===== src/rtl/axi_lite_slave_if.sv =====
// AXI4-Lite slave front end: turns each single-beat read/write into one go/done
// transaction on a simple register port, with a watchdog forcing SLVERR on a stall.
module axi_lite_slave_if #(
  parameter int ADDR_WIDTH    = 32,
  parameter int TIMEOUT_WIDTH = 16
) (
  input  logic                  axi_clk,
  input  logic                  rst,
  input  logic [ADDR_WIDTH-1:0] S_AXI_AWADDR,
  input  logic                  S_AXI_AWVALID,
  output logic                  S_AXI_AWREADY,
  input  logic [31:0]           S_AXI_WDATA,
  input  logic [3:0]            S_AXI_WSTRB,
  input  logic                  S_AXI_WVALID,
  output logic                  S_AXI_WREADY,
  output logic [1:0]            S_AXI_BRESP,
  output logic                  S_AXI_BVALID,
  input  logic                  S_AXI_BREADY,
  input  logic [ADDR_WIDTH-1:0] S_AXI_ARADDR,
  input  logic                  S_AXI_ARVALID,
  output logic                  S_AXI_ARREADY,
  output logic [31:0]           S_AXI_RDATA,
  output logic [1:0]            S_AXI_RRESP,
  output logic                  S_AXI_RVALID,
  input  logic                  S_AXI_RREADY,
  output logic [ADDR_WIDTH-1:0] reg_addr,
  output logic [31:0]           reg_wr_data,
  output logic [3:0]            reg_wr_be,
  output logic                  reg_rd_go,
  output logic                  reg_wr_go,
  input  logic [31:0]           reg_rd_data,
  input  logic                  reg_rd_done,
  input  logic                  reg_wr_done,
  input  logic                  reg_error
);

  typedef enum logic [2:0] {IDLE, WR_COLLECT, WR_WAIT, WR_RESP, RD_WAIT, RD_RESP} state_t;

  state_t                   state;
  logic                     aw_held, w_held;
  logic [TIMEOUT_WIDTH-1:0] wdog;

  logic idle, collect, ar_fire, aw_fire, w_fire, aw_now, w_now, timeout;

  assign idle    = (state == IDLE);
  assign collect = (state == WR_COLLECT);

  // Reads win a tie in IDLE; READY is held low while reset is asserted.
  assign S_AXI_ARREADY = ~rst & idle & ~aw_held & ~w_held;
  assign S_AXI_AWREADY = ~rst & (idle | collect) & ~aw_held & ~(idle & S_AXI_ARVALID);
  assign S_AXI_WREADY  = ~rst & (idle | collect) & ~w_held  & ~(idle & S_AXI_ARVALID);

  assign ar_fire = S_AXI_ARVALID & S_AXI_ARREADY;
  assign aw_fire = S_AXI_AWVALID & S_AXI_AWREADY;
  assign w_fire  = S_AXI_WVALID  & S_AXI_WREADY;
  assign aw_now  = aw_held | aw_fire;
  assign w_now   = w_held  | w_fire;
  assign timeout = &wdog;

  always_ff @(posedge axi_clk) begin
    if (rst) begin
      state        <= IDLE;
      aw_held      <= 1'b0;
      w_held       <= 1'b0;
      wdog         <= '0;
      S_AXI_BRESP  <= 2'b00;
      S_AXI_BVALID <= 1'b0;
      S_AXI_RDATA  <= 32'h0;
      S_AXI_RRESP  <= 2'b00;
      S_AXI_RVALID <= 1'b0;
      reg_addr     <= '0;
      reg_wr_data  <= 32'h0;
      reg_wr_be    <= 4'h0;
      reg_rd_go    <= 1'b0;
      reg_wr_go    <= 1'b0;
    end else begin
      reg_rd_go <= 1'b0;
      reg_wr_go <= 1'b0;
      case (state)
        IDLE, WR_COLLECT: begin
          if (ar_fire) begin
            reg_addr  <= S_AXI_ARADDR;
            reg_rd_go <= 1'b1;
            wdog      <= '0;
            state     <= RD_WAIT;
          end else begin
            if (aw_fire) begin
              reg_addr <= S_AXI_AWADDR;
              aw_held  <= 1'b1;
            end
            if (w_fire) begin
              reg_wr_data <= S_AXI_WDATA;
              reg_wr_be   <= S_AXI_WSTRB;
              w_held      <= 1'b1;
            end
            // Issue as soon as both halves are in, including the same-cycle case.
            if (aw_now && w_now) begin
              aw_held   <= 1'b0;
              w_held    <= 1'b0;
              reg_wr_go <= 1'b1;
              wdog      <= '0;
              state     <= WR_WAIT;
            end else if (aw_fire || w_fire) begin
              state <= WR_COLLECT;
            end
          end
        end
        WR_WAIT: begin
          if (reg_wr_done) begin
            S_AXI_BRESP  <= reg_error ? 2'b10 : 2'b00;
            S_AXI_BVALID <= 1'b1;
            state        <= WR_RESP;
          end else if (timeout) begin
            S_AXI_BRESP  <= 2'b10;
            S_AXI_BVALID <= 1'b1;
            state        <= WR_RESP;
          end else begin
            wdog <= wdog + 1'b1;
          end
        end
        RD_WAIT: begin
          if (reg_rd_done) begin
            S_AXI_RDATA  <= reg_rd_data;
            S_AXI_RRESP  <= reg_error ? 2'b10 : 2'b00;
            S_AXI_RVALID <= 1'b1;
            state        <= RD_RESP;
          end else if (timeout) begin
            S_AXI_RDATA  <= 32'hDEAD_BEEF;
            S_AXI_RRESP  <= 2'b10;
            S_AXI_RVALID <= 1'b1;
            state        <= RD_RESP;
          end else begin
            wdog <= wdog + 1'b1;
          end
        end
        WR_RESP: begin
          if (S_AXI_BREADY) begin
            S_AXI_BVALID <= 1'b0;
            wdog         <= '0;
            state        <= IDLE;
          end
        end
        RD_RESP: begin
          if (S_AXI_RREADY) begin
            S_AXI_RVALID <= 1'b0;
            wdog         <= '0;
            state        <= IDLE;
          end
        end
        default: state <= IDLE;
      endcase
    end
  end

endmodule


===== config.mk =====
export PLATFORM = sky130hd
export DESIGN_NAME = axi_lite_slave_if
export DESIGN_NICKNAME = d
export VERILOG_FILES = /design/src/rtl/axi_lite_slave_if.sv
export SDC_FILE = /design/constraint.sdc
export NUM_CORES = 1
export LEC_CHECK = 0
export BUFFER_PORTS_ARGS = -buffer_cell sky130_fd_sc_hd__buf_2
export CAP_MARGIN = 5
export CORE_MARGIN = 3
export CORE_UTILIZATION = 31
export DETAILED_ROUTE_END_ITERATION = 7
export PLACE_DENSITY = 0.69
export SYNTH_ARGS = -nofsm -noshare
export SYNTH_HDL_FRONTEND = slang
export SYNTH_SLANG_ARGS = --single-unit
export TNS_END_PERCENT = 1

===== constraint.sdc =====
create_clock -name axi_clk -period 2.4 [get_ports axi_clk]
set_input_delay 0.24 -clock axi_clk [delete_from_list [all_inputs] [get_ports axi_clk]]
set_output_delay 0.24 -clock axi_clk [all_outputs]
set_load 0.02 [all_outputs]

-- Yosys cells after proc, flatten, opt, wreduce, memory -nomap -nowiden
Index checks and enable logic that the tools add are counted.
- bits of input ports: 142
- word-level logic and storage cells: 113
- output and inout bits: 111
- flip-flop bits (word level): 129
- mux-type cells: 39
- add/subtract/negate cells: 1
- eq/ne operators: 13
- bitwise gates (word level): 21
- reductions and logical operators: 25
- operators with widths (cell ; number):
    2-to-1 mux 32 bit ; 4
    2-to-1 mux 16 bit ; 7
    case mux 16 bit (5 select lines) ; 1
    2-to-1 mux 3 bit ; 9
    adder 16 x 1 -> 16 bit (second input constant) ; 1
    AND reduction 16 bit ; 1
    case mux 3 bit (5 select lines) ; 1
    AND reduction 3 bit ; 5
    nonzero test 2 bit ; 7
    bitwise AND 1 bit ; 12
    2-to-1 mux 1 bit ; 11
    != test 3 bit (second input constant) ; 3
    2-to-1 mux 2 bit ; 4
    != test 2 bit (second input constant) ; 4
    equality test 3 x 2 -> 1 bit (second input constant) ; 2
    equality test 3 bit (second input constant) ; 2
    inverter 1 bit ; 6
    AND reduction 2 bit ; 3
    AND reduction 6 bit ; 1
    AND reduction 5 bit ; 1
    nonzero test 5 bit ; 1
    != test 4 bit (second input constant) ; 1
    case mux 1 bit (2 select lines) ; 2
    OR reduction 2 bit ; 2
    other kinds (6) ; 8

-- Logic depth before layout (Yosys ltp)
Gate-level depths: netlist of the first run.
- word-level depth: 11
- gate-level depth with buffers: 8
- gate-level depth less buffers: 6

-- Worst setup path after synthesis of the first run
OpenSTA, ideal clock, no wires.
- path type: flip-flop to flip-flop
- from: register state[1]
- to: register reg_wr_be[3]
- setup slack: 0.428 ns
- required time: 2.268 ns
- arrival: 1.840 ns
- buffers on the path: 1
- clock period less this slack: 1.972 ns
- cell stages (with the launch flop): 7
- library setup time: 0.132 ns
- cell sequence: dfxtp_1 or2_1 nor4_2 nand2_1 clkbuf_1 nand2_1 a21oi_1
- longest elaborated chain between the ends: 7
- elaborated cells on any way between the ends: 16
- classes of those cells: eq/ne (1); bitwise (12); reduce/logical (3)
- RTL lines (element ; RTL line ; RTL):
    from (decl) ; 39 ; state_t state;
    from (signal assigned) ; 62 ; state <= IDLE;
    from (signal assigned) ; 85 ; state <= RD_WAIT;
    from (signal assigned) ; 102 ; state <= WR_WAIT;
    equality test 3 x 1 -> 1 bit or zero test 3 bit (tied branches) ; 46, 45 ;
    OR 1 bit ; 51 ; assign S_AXI_WREADY = ~rst & (idle | collect) & ~w_held & ~(idle & S_AXI_ARVALID);
    bitwise AND 1 bit (2 in series) ; 51 ;
    bitwise AND 1 bit * ; 51 ;
    named net S_AXI_WREADY ; 15 ; output logic S_AXI_WREADY,
    bitwise AND 1 bit * ; 55 ; assign w_fire = S_AXI_WVALID & S_AXI_WREADY;
    AND reduction 3 bit (no source line) * ; n/a ;
    to (signal assigned) ; 73 ; reg_wr_be <= 4'h0;
    to (signal assigned) ; 93 ; reg_wr_be <= S_AXI_WSTRB;
    to (decl) ; 28 ; output logic [3:0] reg_wr_be,
The timed path passes the listed nets; every way through them passes the cells marked *.
A chain may end at the register's enable or synchronous reset.

-- Final worst setup path of the first run
- from: register state[0]
- to: output port S_AXI_AWREADY
- longest elaborated chain between the ends: 5
- elaborated cells on any way between the ends: 8
- classes of those cells: eq/ne (1); bitwise (6); reduce/logical (1)
- RTL lines (element ; RTL line ; RTL):
    equality test 3 x 1 -> 1 bit or zero test 3 bit (tied branches) ; 46, 45 ;
    OR 1 bit ; 50 ; assign S_AXI_AWREADY = ~rst & (idle | collect) & ~aw_held & ~(idle & S_AXI_ARVALID);
    bitwise AND 1 bit (2 in series) ; 50 ;
    bitwise AND 1 bit * ; 50 ;
    to (decl) ; 11 ; output logic S_AXI_AWREADY,
Every way passes the cells marked *; elsewhere a longest branch is shown, timed or not.

==> results.py, run 1 <==
metrics = {
    "yosys": {
        "async_reset_ff_frac": 0,
        "ys_seq_area_frac": 0.4786,
        "synth_top_area_cell": "dfxtp_1",
        "synth_edf_count": 0,
        "yosysUniqueCellTypes": 60,
        "yosysWarnings": 0,
        "avgSynthCellArea_um2": 8.695,
        "yosys_register_bits": 127,
        "synth_area_leaders": "dfxtp_1 (48%), nand2_1 (8.3%), a311oi_1 (5.3%)",
        "yosysTopAreaCellShare": 0.4786,
        "synth_ff_type": "dfxtp_1",
        "synthesis.area_mm2": 0.005313,
        "syn_inst": 611,
    },
    "routing": {
        "first_pass_iters": 5,
        "routed_wl_um": 15580,
        "wl_per_cell_um": 14.43,
        "drtIter0Drc": 310,
        "detail_route.vias_per_cell": 5.037,
        "ant_nets": 0,
        "drcViolationCount": 0,
        "vias": 5440,
    },
    "run": {
        "maxCapViolations": 0,
    },
    "die": {
        "core-area_mm2": 0.01670,
        "core.rowCount": 47,
        "die_x_um": 136.9,
        "start_util": 0.3181,
        "pin_count": 253,
        "die-area_mm2": 0.01874,
        "fp.dieH_um": 136.9,
    },
    "timing": {
        "fin_crit_sh": 0.9312,
        "rsz0062_at_grt": "false",
        "slew_viol_final": 0,
        "fin_tns_setup_ns": 0,
        "setup_viol": 0,
        "fin_skew_ns": 0.02553,
        "tightestPinTransition_ns": 0.7291,
        "max_freq_mhz": 447.4,
        "final-hold-violation-count": 0,
        "slew_headroom": 0.5107,
        "period_needed_ns": 2.235,
    },
    "setup_path": {
        "arrival_ns": 1.99,
        "r2r_cells": 6,
        "critical_path_class": "reg2out",
        "worst-path-stages": 5,
        "cp_common_cell": "buf_4",
        "cpPeakStageDelay_ns": 0.51,
        "cp-start-kind": "flop",
        "critPathCaptureType": "output pin",
        "critical_path_required_ns": 2.16,
        "worstSetupStartpoint": "state[0]",
        "worst_path_max_delay_cell": "dfxtp_1",
        "path_cells": "nor2b_1, buf_4, nor4_4, buf_4, buf_2",
        "crit_family": "buffers and inverters",
        "r2r_slack_ns": 0.26,
        "path_buf_inv": 3,
        "reg2reg_to": "wdog[4]",
        "crit_fanout": 14,
        "r2r-start": "state[0]",
    },
    "final_layout": {
        "mostFrequentLayoutCell": "buf_2",
        "drive_above_1_share": 0.3795,
        "final_cell_mix": "buf_2 (250), dfxtp_1 (127), nand2_1 (118)",
        "syn_to_final_growth_pct": 38.65,
        "layout.cells.non_filler": 1080,
        "layout.nets": 989,
    },
    "grt": {
        "grt_pass1_vias": 4933,
        "track_usage": 0.1585,
        "grt_max_degree": 65,
        "grt_pass1_wl_um": 24030,
        "overflow": 0,
        "antenna_found_initial": 1,
    },
    "placement": {
        "dp_cells": 1046,
        "hpwl_um": 10790,
        "gp_congestion": 0.7895,
        "portBuffers": 250,
    },
    "power": {
        "ir_drop_mv": 0.4609,
        "powerDensity_mw_per_mm2": 845.5,
        "finalPower_mw": 6.228,
        "p_leak_nw": 3.196,
    },
    "clock_tree": {
        "path_clk_slew_ns": 0.06,
        "cts_max_path_buffers": 2,
        "cts_tree": "done",
        "clk_latency_ns": 0.42,
        "cts_hold_buffers": 0,
        "cts.htree.levels": 4,
        "cts.sinks": 127,
        "cts-root-buf": "clkbuf_16",
        "cts_made_buffers": 17,
    },
    "min_path": {
        "min_path_type": "in2reg",
        "hold_path_depth": 3,
        "hp-start": "S_AXI_WDATA[26]",
        "hold_end": "reg_wr_data[26]",
    },
    "run_status": {
        "status": "complete, no violations",
    },
}
==> timing repair <==
item,4_1_cts,5_1_grt
endpoints found under the hold margin,0,0
setup buffers,1,0
resized for setup,0,0
endpoints found under the setup margin,1,0
==> flip-flops by register name, summed over array words and instances, names as in the netlist <==
signal,cells
S_AXI_RRESP,1
S_AXI_RVALID,1
aw_held,1
reg_wr_go,1
reg_wr_be,4
reg_addr,32
S_AXI_BRESP,1
state,3
S_AXI_RDATA,32
S_AXI_BVALID,1
w_held,1
wdog,16
reg_wr_data,32
reg_rd_go,1
==> report_power, final <==
group / switching (mW) / internal (mW)
sequential: 0.106 / 2.29
combinational: 0.789 / 0.467
clock: 1.01 / 1.57
==> cells in the mapped netlist (2+ instances only) <==
library cell and instances:
a31oi_1 3, o221a_1 19, nor4_1 3, clkbuf_1 34
a22oi_1 8, inv_1 6, o221a_2 7, o31ai_1 12
o21ai_1 5, a311oi_1 32, buf_2 12, and2_1 4
a211oi_1 2, nand2_1 118, o21ai_0 5, nor4_2 3
a21oi_1 55, or4_1 10, a221oi_1 2, dfxtp_1 127
buf_4 3, nor4bb_1 2, or3_1 2, buf_6 2
and3_1 3, and4_1 4, nor2_1 48, nand2b_1 2
or4_2 3, nand4_1 5, nand3_1 40, a41o_1 2
==> per-stage QoR <==
step                hold WS [ns]  utilization  cell area [µm²]  setup slack (ns)
floorplan                 0.3760            -             5316            0.4282
global placement          0.4393       0.4047             6759            0.3146
detailed placement        0.4443       0.4047             6759            0.2757
CTS                      0.04209       0.4409             7363            0.1141
global route             0.04970       0.4410             7366           0.01449
finish                   0.06036       0.4410             7366            0.1650
==> worst max-delay path by stage <==
stage | endpoint | slack [ns]
3_3_place_gp | wdog[5] | 0.31
3_5_place_dp | wdog[5] | 0.28
6_report | S_AXI_AWREADY | 0.17
5_1_grt | S_AXI_AWREADY | 0.01
2_1_floorplan | reg_wr_be[3] | 0.43
4_1_cts | S_AXI_AWREADY | 0.11
==> worst min-delay path, delay by kind of cell <==
kind,cells,cell delay [ns]
AND/OR/NAND/NOR,1,0.04
AO/OA/AOI/OAI,1,0.05
buffers and inverters,1,0.09
==> cell type report <==
| class | instances | area, µm² |
|---|---|---|
| Tap cell | 220 | 275.3 |
| Sequential cell | 127 | 2542 |
| Clock buffer | 18 | 439.2 |
| Multi-Input combinational cell | 425 | 2499 |
| Inverter | 7 | 26.28 |
| Timing Repair Buffer | 268 | 1424 |
| Clock inverter | 14 | 157.7 |
| Antenna cell | 1 | 2.502 |
| Fill cell | 1680 | 9335 |
==> layer usage <==
| layer | track usage | vias up | routed length [µm] |
|---|---|---|---|
| met2 | 0.2503 | 193 | 7367 |
| met3 | 0.04853 | 15 | 1142 |
| li1 | - | 2710 | - |
| met4 | 0.05488 | 0 | 185 |
| met5 | 0 | - | 0 |
| met1 | 0.2060 | 2522 | 6884 |
==> cells by family after synthesis <==
| logic type | count (synthesis) | share of synthesized area |
|---|---|---|
| adder cells (fa/ha/maj) | 1 | 0.002355 |
| flip-flops | 127 | 0.4786 |
| buffers and inverters | 60 | 0.05440 |
| other | 1 | 0.0007059 |
| AND/OR/NAND/NOR | 255 | 0.2270 |
| multiplexers | 1 | 0.001884 |
| AO/OA/AOI/OAI | 166 | 0.2350 |
Power figures use the tool's default switching activity.
==> inputs of run 2 (changes only) <==
--- a/config.mk
+++ b/config.mk
@@ -5,12 +5,13 @@
 export SDC_FILE = /design/constraint.sdc
 export NUM_CORES = 1
 export LEC_CHECK = 0
+export ABC_AREA = 1
 export BUFFER_PORTS_ARGS = -buffer_cell sky130_fd_sc_hd__buf_2
 export CAP_MARGIN = 5
 export CORE_MARGIN = 3
-export CORE_UTILIZATION = 31
+export CORE_UTILIZATION = 46
 export DETAILED_ROUTE_END_ITERATION = 7
-export PLACE_DENSITY = 0.69
+export PLACE_DENSITY = 0.91
 export SYNTH_ARGS = -nofsm -noshare
 export SYNTH_HDL_FRONTEND = slang
 export SYNTH_SLANG_ARGS = --single-unit
==> results.py, run 2 <==
metrics = {
    "final_layout": {
        "layout.cells.non_filler": 1113,
        "post-route-util": 0.6546,
        "mostFrequentLayoutCell": "buf_2",
        "syn_to_final_growth_pct": 36.67,
        "multi_input_area_mm2": 0.002220,
        "drive_above_1_share": 0.3186,
        "nFillCells": 910,
        "final_cell_mix": "buf_2 (250), nand2_1 (137), dfxtp_1 (127)",
        "top_regs": "S_AXI_RDATA x32, reg_addr x32, reg_wr_data x32",
        "seq_area_mm2": 0.002542,
        "design_area_mm2": 0.007252,
        "diodes": 0,
        "layout.nets": 1103,
    },
    "yosys": {
        "ys_seq_area_frac": 0.4791,
        "yosysUniqueCellTypes": 28,
        "synth_top_area_cell": "dfxtp_1",
        "ys_top_cells_by_count": "nand2_1 (137), dfxtp_1 (127), o21ai_0 (100), a21oi_1 (91), inv_1 (85)",
        "synth_area_leaders": "dfxtp_1 (48%), nand2_1 (9.7%), o21ai_0 (9.4%)",
        "avgSynthCellArea_um2": 7.329,
        "synth_ff_type": "dfxtp_1",
        "yosys_register_bits": 127,
        "syn_inst": 724,
        "synth_edf_count": 0,
        "yosysWarnings": 0,
        "async_reset_ff_frac": 0,
        "yosysTopAreaCellShare": 0.4791,
        "post-synth-top-count-cell": "nand2_1",
        "synthesis.area_mm2": 0.005306,
    },
    "timing": {
        "fin_crit_sh": 0.8373,
        "setup_viol": 0,
        "slew_headroom": 0.6071,
        "fin_skew_ns": 0.006370,
        "period_needed_ns": 2.009,
        "final-hold-violation-count": 0,
        "fin_tns_setup_ns": 0,
        "max_freq_mhz": 497.6,
        "rsz0062_at_grt": "false",
        "tightestPinTransition_ns": 0.5893,
        "slew_viol_final": 0,
    },
    "placement": {
        "dp_cells": 1081,
        "gp_congestion": 0.8764,
        "portBuffers": 250,
        "hpwl_um": 11040,
        "dpl_cell_area_mm2": 0.006641,
    },
    "clock_tree": {
        "cts.sinks": 127,
        "cts_max_path_buffers": 2,
        "cts_hold_buffers": 0,
        "postCtsResizedCells": 0,
        "path_clk_slew_ns": 0.06,
        "cts.htree.levels": 4,
        "postCtsSetupBuffers": 0,
        "cts_tree": "done",
        "cts_made_buffers": 17,
        "cts-root-buf": "clkbuf_16",
        "clk_latency_ns": 0.41,
    },
    "power": {
        "powerDensity_mw_per_mm2": 1067,
        "finalPower_mw": 7.737,
        "ir_drop_mv": 0.5688,
        "p_leak_nw": 3.395,
    },
    "min_path": {
        "hold_path_depth": 2,
        "hp-start": "rst",
        "min_path_type": "in2reg",
        "hold_end": "state[1]",
    },
    "die": {
        "core-area_mm2": 0.01108,
        "fp.dieH_um": 113.4,
        "die-area_mm2": 0.01286,
        "pin_count": 253,
        "die_x_um": 113.4,
        "start_util": 0.4790,
        "core.rowCount": 38,
    },
    "grt": {
        "grt_pass1_wl_um": 24200,
        "grt_max_degree": 73,
        "overflow": 0,
        "grt_pass1_vias": 5235,
        "track_usage": 0.2331,
        "antenna_found_initial": 0,
    },
    "routing": {
        "ant_nets": 0,
        "drcViolationCount": 0,
        "drtIter0Drc": 329,
        "wl_per_cell_um": 13.86,
        "routed_wl_um": 15430,
        "vias": 5604,
        "detail_route.vias_per_cell": 5.035,
        "first_pass_iters": 6,
    },
    "setup_path": {
        "path_buf_inv": 0,
        "critPathCaptureType": "flop",
        "path_cells": "nor2_4, nand2_1, nand2_2, nand4_1, nand2_1, nand2_1, nand2_2, nand2_4, o21ai_0, nor2_1",
        "cp-start-kind": "flop",
        "crit_family": "simple AND/OR/NAND/NOR gates",
        "critical_path_class": "reg2reg",
        "worst_path_max_delay_cell": "dfxtp_1",
        "cpPeakStageDelay_ns": 0.38,
        "critical_path_required_ns": 2.69,
        "cp_common_cell": "nand2_1",
        "r2r_cells": 10,
        "r2r_slack_ns": 0.39,
        "r2r-start": "state[0]",
        "reg2reg_to": "wdog[1]",
        "arrival_ns": 2.30,
        "crit_fanout": 19,
    },
    "run": {
        "maxCapViolations": 0,
    },
    "run_status": {
        "status": "complete, no violations",
    },
}
-- run 2: changes by cell type in the layout (fill, tap and decap cells not counted), sizes merged, moves of 14 or more --
cell | previous run | this run
inv | 10 | 96
nand2 | 118 | 142
o221a | 26 | 0
a21oi | 56 | 91
a311oi | 32 | 0
o21ai | 11 | 102
a31oi | 3 | 32
or4 | 14 | 0
-- run 2: area by class of cell --
cell class              instances  share of cell area
clock inverters                14             0.02502
well taps                     140             0.02415
repair buffers                261              0.1874
clock buffers                  18             0.05918
inverters                      92             0.04762
flip-flops and latches        127              0.3506
multi-input cells             461              0.3061
-- run 2: how the worst max path moves through the flow --
| stage | slack (ns) | to | start | cells past startpoint |
|---|---|---|---|---|
| after floorplan | 0.80 | wdog[10] | wdog[0] | 8 |
| after global placement | 0.60 | wdog[1] | state[0] | 10 |
| after detailed placement | 0.51 | wdog[1] | state[0] | 10 |
| after CTS | 0.42 | wdog[1] | state[0] | 10 |
| after global routing | 0.24 | wdog[13] | state[0] | 11 |
| final | 0.39 | wdog[1] | state[0] | 10 |
-- run 2: routing by layer --
| layer | track usage | vias up | wire length (µm) |
|---|---|---|---|
| li1 | - | 2850 | - |
| met1 | 0.2650 | 2496 | 6173 |
| met2 | 0.4103 | 224 | 7674 |
| met3 | 0.06525 | 34 | 1168 |
| met4 | 0.09856 | 0 | 413 |
| met5 | 0 | - | 0 |
-- run 2: per-stage QoR --
step / worst slack (ns) / hold WS (ns)
floorplan: 0.7960 / 0.3890
global placement: 0.5994 / 0.4271
detailed placement: 0.5105 / 0.4318
CTS: 0.4230 / 0.06551
global route: 0.2400 / 0.07232
finish: 0.3905 / 0.07985
-- run 2: kinds of logic (layout without fill, tap and decap cells) --
logic type	Yosys count	count (layout)	synth area share
adder cells (fa/ha/maj)	1	1	0.002358
flip-flops	127	127	0.4791
buffers and inverters	137	385	0.1033
XOR/XNOR	9	9	0.01486
AO/OA/AOI/OAI	227	227	0.2228
AND/OR/NAND/NOR	222	222	0.1768
other	1	2	0.0007067
-- run 2: power by group --
group / total (mW) / switching (mW) / leakage [nW] / internal [mW]
clock network: 2.62 / 0.971 / 0.295 / 1.65
registers: 2.74 / 0.223 / 1.04 / 2.52
logic: 2.37 / 1.62 / 2.06 / 0.746
